<file path="src/rtl/game_ctrl.sv">
// game_ctrl: game-state sequencer with per-frame collision, pass scoring and hiscore tracking
module game_ctrl #(
    parameter int N          = 10,
    parameter int BIRD_SIZE  = 15,
    parameter int PIPE_W     = 40,
    parameter int SCREEN_H   = 480,
    parameter int HIT_FRAMES = 30,
    parameter int SW         = 8
) (
    input  logic          clk,
    input  logic          reset,
    input  logic          start,
    input  logic          frame_tick,
    input  logic [N-1:0]  x0,
    input  logic [N-1:0]  x1,
    input  logic [N-1:0]  y0,
    input  logic [N-1:0]  y1,
    input  logic [N-1:0]  pipe_x,
    input  logic [N-1:0]  gap_top,
    input  logic [N-1:0]  gap_bottom,
    output logic          bird_rst,
    output logic          freeze,
    output logic          playing,
    output logic          game_over,
    output logic          point,
    output logic [SW-1:0] score,
    output logic [SW-1:0] hiscore
);
    localparam int CW = $clog2(HIT_FRAMES + 1);
    typedef enum logic [1:0] {IDLE, PLAY, HIT, OVER} state_t;
    state_t state, state_n;
    logic start_q, passed;
    logic [N-1:0] prev_pipe_x;
    logic [CW-1:0] cnt;
    logic unused_x1;
    assign unused_x1 = ^x1;
    // widened by one bit so right edges near the top of the coordinate range never wrap
    logic [N:0] bird_r, pipe_r, x0_w, px_w;
    assign x0_w   = {1'b0, x0};
    assign px_w   = {1'b0, pipe_x};
    assign bird_r = x0_w + (N+1)'(BIRD_SIZE);
    assign pipe_r = px_w + (N+1)'(PIPE_W);
    logic start_rise, border, pipe_hit, coll, pass, wrap, hit_done;
    assign start_rise = start & ~start_q;
    assign border     = (y1 == '0) || ({1'b0, y0} >= (N+1)'(SCREEN_H));
    assign pipe_hit   = (bird_r > px_w) && (x0_w < pipe_r) && ((y1 < gap_top) || (y0 > gap_bottom));
    assign coll       = border | pipe_hit;
    assign pass       = !coll && !passed && (pipe_r <= x0_w);
    assign wrap       = pipe_x > prev_pipe_x;
    assign hit_done   = cnt == CW'(HIT_FRAMES - 1);
    always_ff @(posedge clk) begin
        if (reset) state <= IDLE;
        else       state <= state_n;
    end
    always_comb begin
        state_n   = state;
        bird_rst  = state == IDLE;
        freeze    = state != PLAY;
        playing   = state == PLAY;
        game_over = state == OVER;
        case (state)
            IDLE: state_n = start_rise ? PLAY : IDLE;
            PLAY: state_n = (frame_tick && coll) ? HIT : PLAY;
            HIT:  state_n = (frame_tick && hit_done) ? OVER : HIT;
            OVER: state_n = start_rise ? IDLE : OVER;
            default: state_n = IDLE;
        endcase
    end
    always_ff @(posedge clk) begin
        if (reset) begin
            start_q     <= 1'b0;
            point       <= 1'b0;
            passed      <= 1'b0;
            score       <= '0;
            hiscore     <= '0;
            cnt         <= '0;
            prev_pipe_x <= '0;
        end else begin
            start_q <= start;
            point   <= 1'b0;
            case (state)
                IDLE: if (start_rise) begin
                    score       <= '0;
                    passed      <= 1'b0;
                    prev_pipe_x <= pipe_x;
                end
                PLAY: if (frame_tick) begin
                    prev_pipe_x <= pipe_x;
                    passed      <= wrap ? 1'b0 : (pass | passed);
                    if (coll) begin
                        cnt <= '0;
                        if (score > hiscore) hiscore <= score;
                    end
                    // saturating increment; the point pulse still fires at the ceiling
                    if (pass) begin
                        score <= score + SW'(score != '1);
                        point <= 1'b1;
                    end
                end
                HIT: if (frame_tick) cnt <= cnt + 1'b1;
                default: ;
            endcase
        end
    end
endmodule

</file>
<file path="config.mk">
export PLATFORM = sky130hd
export DESIGN_NAME = game_ctrl
export DESIGN_NICKNAME = d
export VERILOG_FILES = /design/src/rtl/game_ctrl.sv
export SDC_FILE = /design/constraint.sdc
export NUM_CORES = 1
export LEC_CHECK = 0
export ABC_AREA = 1
export CAP_MARGIN = 10
export CORE_ASPECT_RATIO = 2
export CORE_MARGIN = 10
export CORE_UTILIZATION = 50
export CTS_CLUSTER_DIAMETER = 120
export CTS_CLUSTER_SIZE = 8
export DETAILED_ROUTE_END_ITERATION = 10
export PLACE_DENSITY = 0.82
export SETUP_SLACK_MARGIN = 0.15
export SLEW_MARGIN = 10
export SYNTH_ARGS = -nofsm -noshare
export SYNTH_HDL_FRONTEND = slang
export SYNTH_SLANG_ARGS = --single-unit
</file>
<file path="constraint.sdc">
create_clock -name clk -period 4 [get_ports clk]
set_input_delay 0.8 -clock clk [delete_from_list [all_inputs] [get_ports clk]]
set_output_delay 0.8 -clock clk [all_outputs]
set_load 0.01 [all_outputs]
</file>
==> results of run 1 <==
-- synth_stat cells (all sizes together) --
library cell / count / area share
or3: 1 / 0.0018
nand3b: 4 / 0.0085
nor2: 67 / 0.077
o211ai: 1 / 0.0021
nand2: 109 / 0.12
a211oi: 2 / 0.0043
nand3: 33 / 0.053
xnor2: 2 / 0.0050
o22ai: 1 / 0.0018
a21oi: 47 / 0.068
a221oi: 1 / 0.0025
nand4: 8 / 0.014
o21a: 1 / 0.0021
xor2: 11 / 0.027
o21ai: 25 / 0.037
a21o: 3 / 0.0064
o21bai: 2 / 0.0043
a31oi: 1 / 0.0018
clkinv: 1 / 0.0011
dfxtp: 36 / 0.20
and3: 1 / 0.0018
clkbuf: 2 / 0.0021
nor4: 2 / 0.0036
buf: 6 / 0.013
inv: 97 / 0.10
nor3: 6 / 0.0085
ha: 63 / 0.22
-- metal layers --
metal,up-vias,share of wire,wire (µm),GRT usage
met4,0,0.027,267,0.06933
met1,1762,0.36,3545,0.1533
met3,17,0.025,254,0.02143
met2,74,0.59,5896,0.3866
met5,-,0,0,0
li1,1891,-,-,-
-- layout make-up --
class,instances,area (µm²),area share
Clock buffer,8,146.4,0.03191
Inverter,98,367.9,0.08017
Multi-Input combinational cell,391,2377,0.5181
Sequential cell,36,720.7,0.1571
Tap cell,90,112.6,0.02454
Timing Repair Buffer,87,863.3,0.1882
-- final timing paths --
path,start,end,slack [ps]
setup reg to reg,score[3]$_SDFFE_PP0P_,score[6]$_SDFFE_PP0P_,1820
hold reg to reg,prev_pipe_x[2]$_SDFFE_PP0P_,prev_pipe_x[2]$_SDFFE_PP0P_,460
setup / recovery,pipe_x[3],score[0]$_SDFFE_PP0P_,370
hold / removal,prev_pipe_x[2]$_SDFFE_PP0P_,prev_pipe_x[2]$_SDFFE_PP0P_,460
-- flip-flops by register name, indices dropped and copies added (netlist names) --
name         count
score            8
prev_pipe_x     10
passed           1
point            1
start_q          1
state            2
hiscore          8
cnt              5
-- timing repair --
item / in CTS / in global routing
setup buffers: 0 / 0
resized for setup: 0 / 1
endpoints found under the setup margin: 0 / 16
-- power by group through the flow --
stage	Clock (mW)	Sequential, mW	Combinational, mW
after global placement	0	0.427	0.481
after floorplan	0	0.428	0.310
after CTS	0.401	0.422	0.507
after detailed placement	0	0.429	0.502
final	0.396	0.423	0.505
after global routing	0.413	0.428	0.571
-- kinds of logic after synthesis --
family / count (synthesis) / synth area share
xor+xnor: 13 / 0.03236
simple gates: 231 / 0.2895
flops: 36 / 0.2048
compound gates: 84 / 0.1298
fa+ha+maj: 63 / 0.2240
buf+inv: 106 / 0.1195
-- tightest hold or removal path, cell delays in order, from the launching register on --
cell and delay, ps:
dfxtp_1 290, inv_1 60, a21oi_1 60
-- through the flow --
step	power (mW)	setup WS, ps	area, µm²	cells	hold slack, ps
after floorplan	0.7385	962.2	3518	533	433.4
after global placement	0.9087	142.5	4442	702	443.0
after detailed placement	0.9308	73.71	4442	702	450.7
after CTS	1.330	326.8	4588	710	459.5
after global routing	1.411	164.6	4588	710	485.8
final	1.324	367.7	4588	710	457.5
==> impl_metrics.env, run 1 <==
export IMPL_status="finished, final reports clean"
export IMPL_antenna_found_initial=0
export IMPL_worstHoldPathCells=2
export IMPL_nets=756
export IMPL_hold_buffers=0
export IMPL_pin_count=95
export IMPL_cp_top_family="simple AND/OR/NAND/NOR gates"
export IMPL_worstPathCellList="clkdlybuf4s50_1 -> ha_1 -> o21ai_0 -> nor3_1 -> xor2_1 -> ha_1 -> a21oi_1 -> nand2_1 -> nand2_1 -> nand2_1 -> nor2_1 -> nand3_2 -> nand2_2 -> nand2_1 -> nand3_1 -> nand2_1"
export IMPL_drc=0
export IMPL_critPathArrivalTime_ps=3800
export IMPL_clk_latency_ps=280
export IMPL_cts_num_sinks=36
export IMPL_cp_num_buf_inv=1
export IMPL_drive_above_1_share=0.04677
export IMPL_cts_tree="yes"
export IMPL_synth_area_um2=3518
export IMPL_rows=43
export IMPL_ys_seq_elements=36
export IMPL_setup_viol_count_final=0
export IMPL_fin_skew_ps=4.826
export IMPL_synth_area_per_cell_um2=6.601
export IMPL_cp_start_kind="input pin"
export IMPL_cp_depth=16
export IMPL_grt_overflow=0
export IMPL_finalSetupTns_ps=0
export IMPL_crit_slowest_cell="clkdlybuf4s50_1"
export IMPL_ys_types=37
export IMPL_areaGrowthSynthToFinish_pct=30.41
export IMPL_first_global_vias=3967
export IMPL_post_route_util=0.6662
export IMPL_drtPass1Iterations=4
export IMPL_dp_hpwl_um=8329
export IMPL_grt_pass1_wl_um=16790
export IMPL_vdd_drop_max_mv=0.1652
export IMPL_worstHoldPathType="reg2reg"
export IMPL_portBuffers=84
export IMPL_routed_wirelength_um=9964
export IMPL_maxCapViolations=0
export IMPL_critPathMostFrequentCell="nand2_1"
export IMPL_fillCellCount=640
export IMPL_switchingPower_mw=0.4541
export IMPL_drtIter0Drc=181
export IMPL_worst_slew_pin_slew_ps=778.9
export IMPL_slew_viol_final=0
export IMPL_die_x_um=79.32
export IMPL_clk_path_buf_depth=2
export IMPL_core_area_um2=6887
export IMPL_grt_max_degree=29
export IMPL_grt_setup_unrepaired="false"
export IMPL_gp_congestion=0.8926
export IMPL_fin_crit_sh=0.9081
export IMPL_die_height_um=138.6
export IMPL_track_usage=0.1815
export IMPL_endpoint_kind="register"
export IMPL_cts_htree_levels=2
export IMPL_final_common_cell="nand2_1"
export IMPL_swShare=0.3430
export IMPL_clock_fmax_ghz=0.2753
export IMPL_criticalPathCategory="in2reg"
export IMPL_numCtsBuffers=5
export IMPL_p_int_mw=0.8698
export IMPL_p_leak_nw=2.288
export IMPL_synthCells=533
export IMPL_clockPowerShare=0.299
export IMPL_antenna_left=0
export IMPL_vias=3744
export IMPL_finalCriticalPeriod_ps=3632
export IMPL_cpPeakStageDelay_ps=490
export IMPL_via_per_inst=5.273
export IMPL_final_cell_mix="103 x nand2_1, 92 x inv_1, 84 x clkdlybuf4s50_1, 63 x nor2_1, 63 x ha_1"
export IMPL_cts_clk_slew_worst_paths_ps=60
export IMPL_p_comb_frac=0.381
export IMPL_num_antenna_cells=0
export IMPL_relSlewSlack=0.4775
export IMPL_cts_root_buf="clkbuf_16"
export IMPL_cp_required_ps=4170
export IMPL_synth_fp_nets=670
export IMPL_reg2regPathDepth=11
export IMPL_hold_violations=0
export IMPL_crit_fanout=13
export IMPL_die_area_um2=11000
export IMPL_wire_per_inst_um=14.03
export IMPL_seq_area_frac_synth=0.2048
export IMPL_yosys_warnings=0
export IMPL_pwr_share_seq=0.319
export IMPL_p_per_area_nw_per_um2=288.5
export IMPL_initial_core_util=0.5109
(Power assumes the default switching activity.)
==> run 2, diff against run 1 <==
--- a/config.mk
+++ b/config.mk
@@ -13,7 +13,7 @@
 export CTS_CLUSTER_DIAMETER = 120
 export CTS_CLUSTER_SIZE = 8
 export DETAILED_ROUTE_END_ITERATION = 10
-export PLACE_DENSITY = 0.82
+export PLACE_DENSITY = 0.87
 export SETUP_SLACK_MARGIN = 0.15
 export SLEW_MARGIN = 10
 export SYNTH_ARGS = -nofsm -noshare
==> run 2 against run 1 <==
  * Clock skew is 3.4 ps higher
  * Worst hold slack improved by 1.7 ps
  * Fmax increased by 5.4%
  * Sequential share of layout area is essentially flat
  * Sequential power hardly changed
  * Non-clock buffer count down 2
  * Clock power down 1%
  * First-iteration DRC count up 12%
  * Critical path type unchanged
  * Largest cell class unchanged
==> impl_metrics.env, run 2 (synthesis gave the netlist of run 1 again) <==
export IMPL_status="finished, final reports clean"
export IMPL_regMostFlops="prev_pipe_x"
export IMPL_cts_root_buf="clkbuf_16"
export IMPL_via_per_inst=5.297
export IMPL_vias=3750
export IMPL_gp_congestion=0.9113
export IMPL_cp_start_kind="input pin"
export IMPL_die_height_um=138.6
export IMPL_drc=0
export IMPL_track_usage=0.1800
export IMPL_clk_path_buf_depth=2
export IMPL_final_common_cell="nand2_1"
export IMPL_pwr_share_seq=0.320
export IMPL_grt_setup_unrepaired="false"
export IMPL_slew_viol_final=0
export IMPL_worst_slew_pin_slew_ps=770.3
export IMPL_stdcell_area_um2=4584
export IMPL_core_area_um2=6887
export IMPL_clk_latency_ps=280
export IMPL_antenna_left=0
export IMPL_fin_skew_ps=8.216
export IMPL_cts_num_sinks=36
export IMPL_grt_pass1_wl_um=16530
export IMPL_initial_core_util=0.5109
export IMPL_switchingPower_mw=0.4530
export IMPL_setup_viol_count_final=0
export IMPL_fillCellCount=612
export IMPL_vdd_drop_max_mv=0.2112
export IMPL_finalCriticalPeriod_ps=3448
export IMPL_p_int_mw=0.8661
export IMPL_numCtsBuffers=5
export IMPL_p_comb_frac=0.383
export IMPL_seqCellArea_um2=720.7
export IMPL_pin_count=95
export IMPL_cts_htree_levels=2
export IMPL_swShare=0.3434
export IMPL_multi_input_area_um2=2386
export IMPL_criticalPathCategory="in2reg"
export IMPL_endpoint_kind="register"
export IMPL_final_cell_mix="103 x nand2_1, 92 x inv_1, 84 x clkdlybuf4s50_1, 63 x nor2_1, 63 x ha_1"
export IMPL_die_x_um=79.32
export IMPL_rows=43
export IMPL_p_leak_nw=2.288
export IMPL_first_global_vias=3846
export IMPL_reg2reg_from="score[3]$_SDFFE_PP0P_"
export IMPL_die_area_um2=11000
export IMPL_drive_above_1_share=0.04854
export IMPL_cp_required_ps=4220
export IMPL_fin_crit_sh=0.8619
export IMPL_critPathArrivalTime_ps=3670
export IMPL_relSlewSlack=0.4833
export IMPL_nets=754
export IMPL_antenna_found_initial=0
export IMPL_crit_start="pipe_x[3]"
export IMPL_num_antenna_cells=0
export IMPL_hp_start="prev_pipe_x[9]$_SDFFE_PP0P_"
export IMPL_crit_fanout=4
export IMPL_grt_max_degree=29
export IMPL_p_per_area_nw_per_um2=287.7
export IMPL_wire_per_inst_um=13.91
export IMPL_worstHoldPathType="reg2reg"
export IMPL_timing_final_ws_setup_ps=552.5
export IMPL_areaGrowthSynthToFinish_pct=30.30
export IMPL_largest_reg_flops=10
export IMPL_cts_tree="yes"
export IMPL_dpl_cell_area_um2=4427
export IMPL_grt_overflow=0
export IMPL_clock_fmax_ghz=0.2901
export IMPL_drtPass1Iterations=5
export IMPL_routed_wirelength_um=9851
export IMPL_portBuffers=84
export IMPL_reg_largest_list="prev_pipe_x (10), hiscore (8), score (8)"
export IMPL_hold_buffers=0
export IMPL_maxCapViolations=0
export IMPL_dp_hpwl_um=8257
export IMPL_cts_clk_slew_worst_paths_ps=60
export IMPL_finalSetupTns_ps=0
export IMPL_dp_slack_ps=111.3
export IMPL_hold_violations=0
export IMPL_drtIter0Drc=202
export IMPL_clockPowerShare=0.297
==> run 2: power by group through the flow <==
stage | Sequential (mW) | Clock, mW | Combinational [mW]
6_report | 0.422 | 0.392 | 0.505
5_1_grt | 0.426 | 0.412 | 0.573
4_1_cts | 0.421 | 0.399 | 0.506
3_5_place_dp | 0.429 | 0 | 0.502
3_3_place_gp | 0.427 | 0 | 0.478
2_1_floorplan | 0.428 | 0 | 0.310
==> run 2: layer usage <==
metal  GRT usage  wire length, µm  part of all wire  up-vias
li1            -                -                 -     1888
met1      0.1584             3253              0.33     1719
met2      0.3568             5723              0.58      108
met3     0.02468              350             0.036       35
met4      0.1064              524             0.053        0
met5           0                0                 0        -
==> run 2: through the flow <==
| stage | util | hold slack (ps) | cells | power [mW] |
|---|---|---|---|---|
| after floorplan | - | 433.4 | 533 | 0.7385 |
| after global routing | 0.6657 | 483.4 | 708 | 1.411 |
| after detailed placement | 0.6428 | 453.1 | 700 | 0.9307 |
| after CTS | 0.6644 | 461.6 | 708 | 1.325 |
| after global placement | 0.6428 | 443.2 | 700 | 0.9050 |
| final | 0.6657 | 459.3 | 708 | 1.319 |
==> run 2: what timing repair did <==
item                                    in CTS  in global routing
endpoints found under the setup margin       0                 21
gates resized for setup                      0                  3
hold endpoints to repair                     0                  0
setup buffers                                0                  0
==> run 2: path summary, 6_finish.rpt <==
check                                                   end  slack [ps]  depth (start not counted)
worst max-delay path                  score[0]$_SDFFE_PP0P_         550                         16
worst min-delay path            prev_pipe_x[9]$_SDFFE_PP0P_         460                          2
worst max register to register        score[6]$_SDFFE_PP0P_        1830                         11
worst min register to register  prev_pipe_x[9]$_SDFFE_PP0P_         460                          2
==> run 2: critical path, stage by stage <==
cell	delay, ps
clkdlybuf4s50_1	480
ha_1	260
o21ai_0	310
nor3_1	100
xor2_1	160
ha_1	290
and3_1	200
nand2_1	60
nand2_1	40
nand2_1	60
nand2_1	110
nor2_1	140
nand3_2	140
nor3_1	340
nand2_1	100
nand2_1	80
==> run 2: cell type report <==
class                      instances  area share
multi-input combinational        391      0.5205
timing repair buffer              85      0.1850
sequential                        36      0.1572
inverter                          98     0.08024
clock buffer                       6     0.03029
tap                               90     0.02456
clock inverter                     2    0.002183
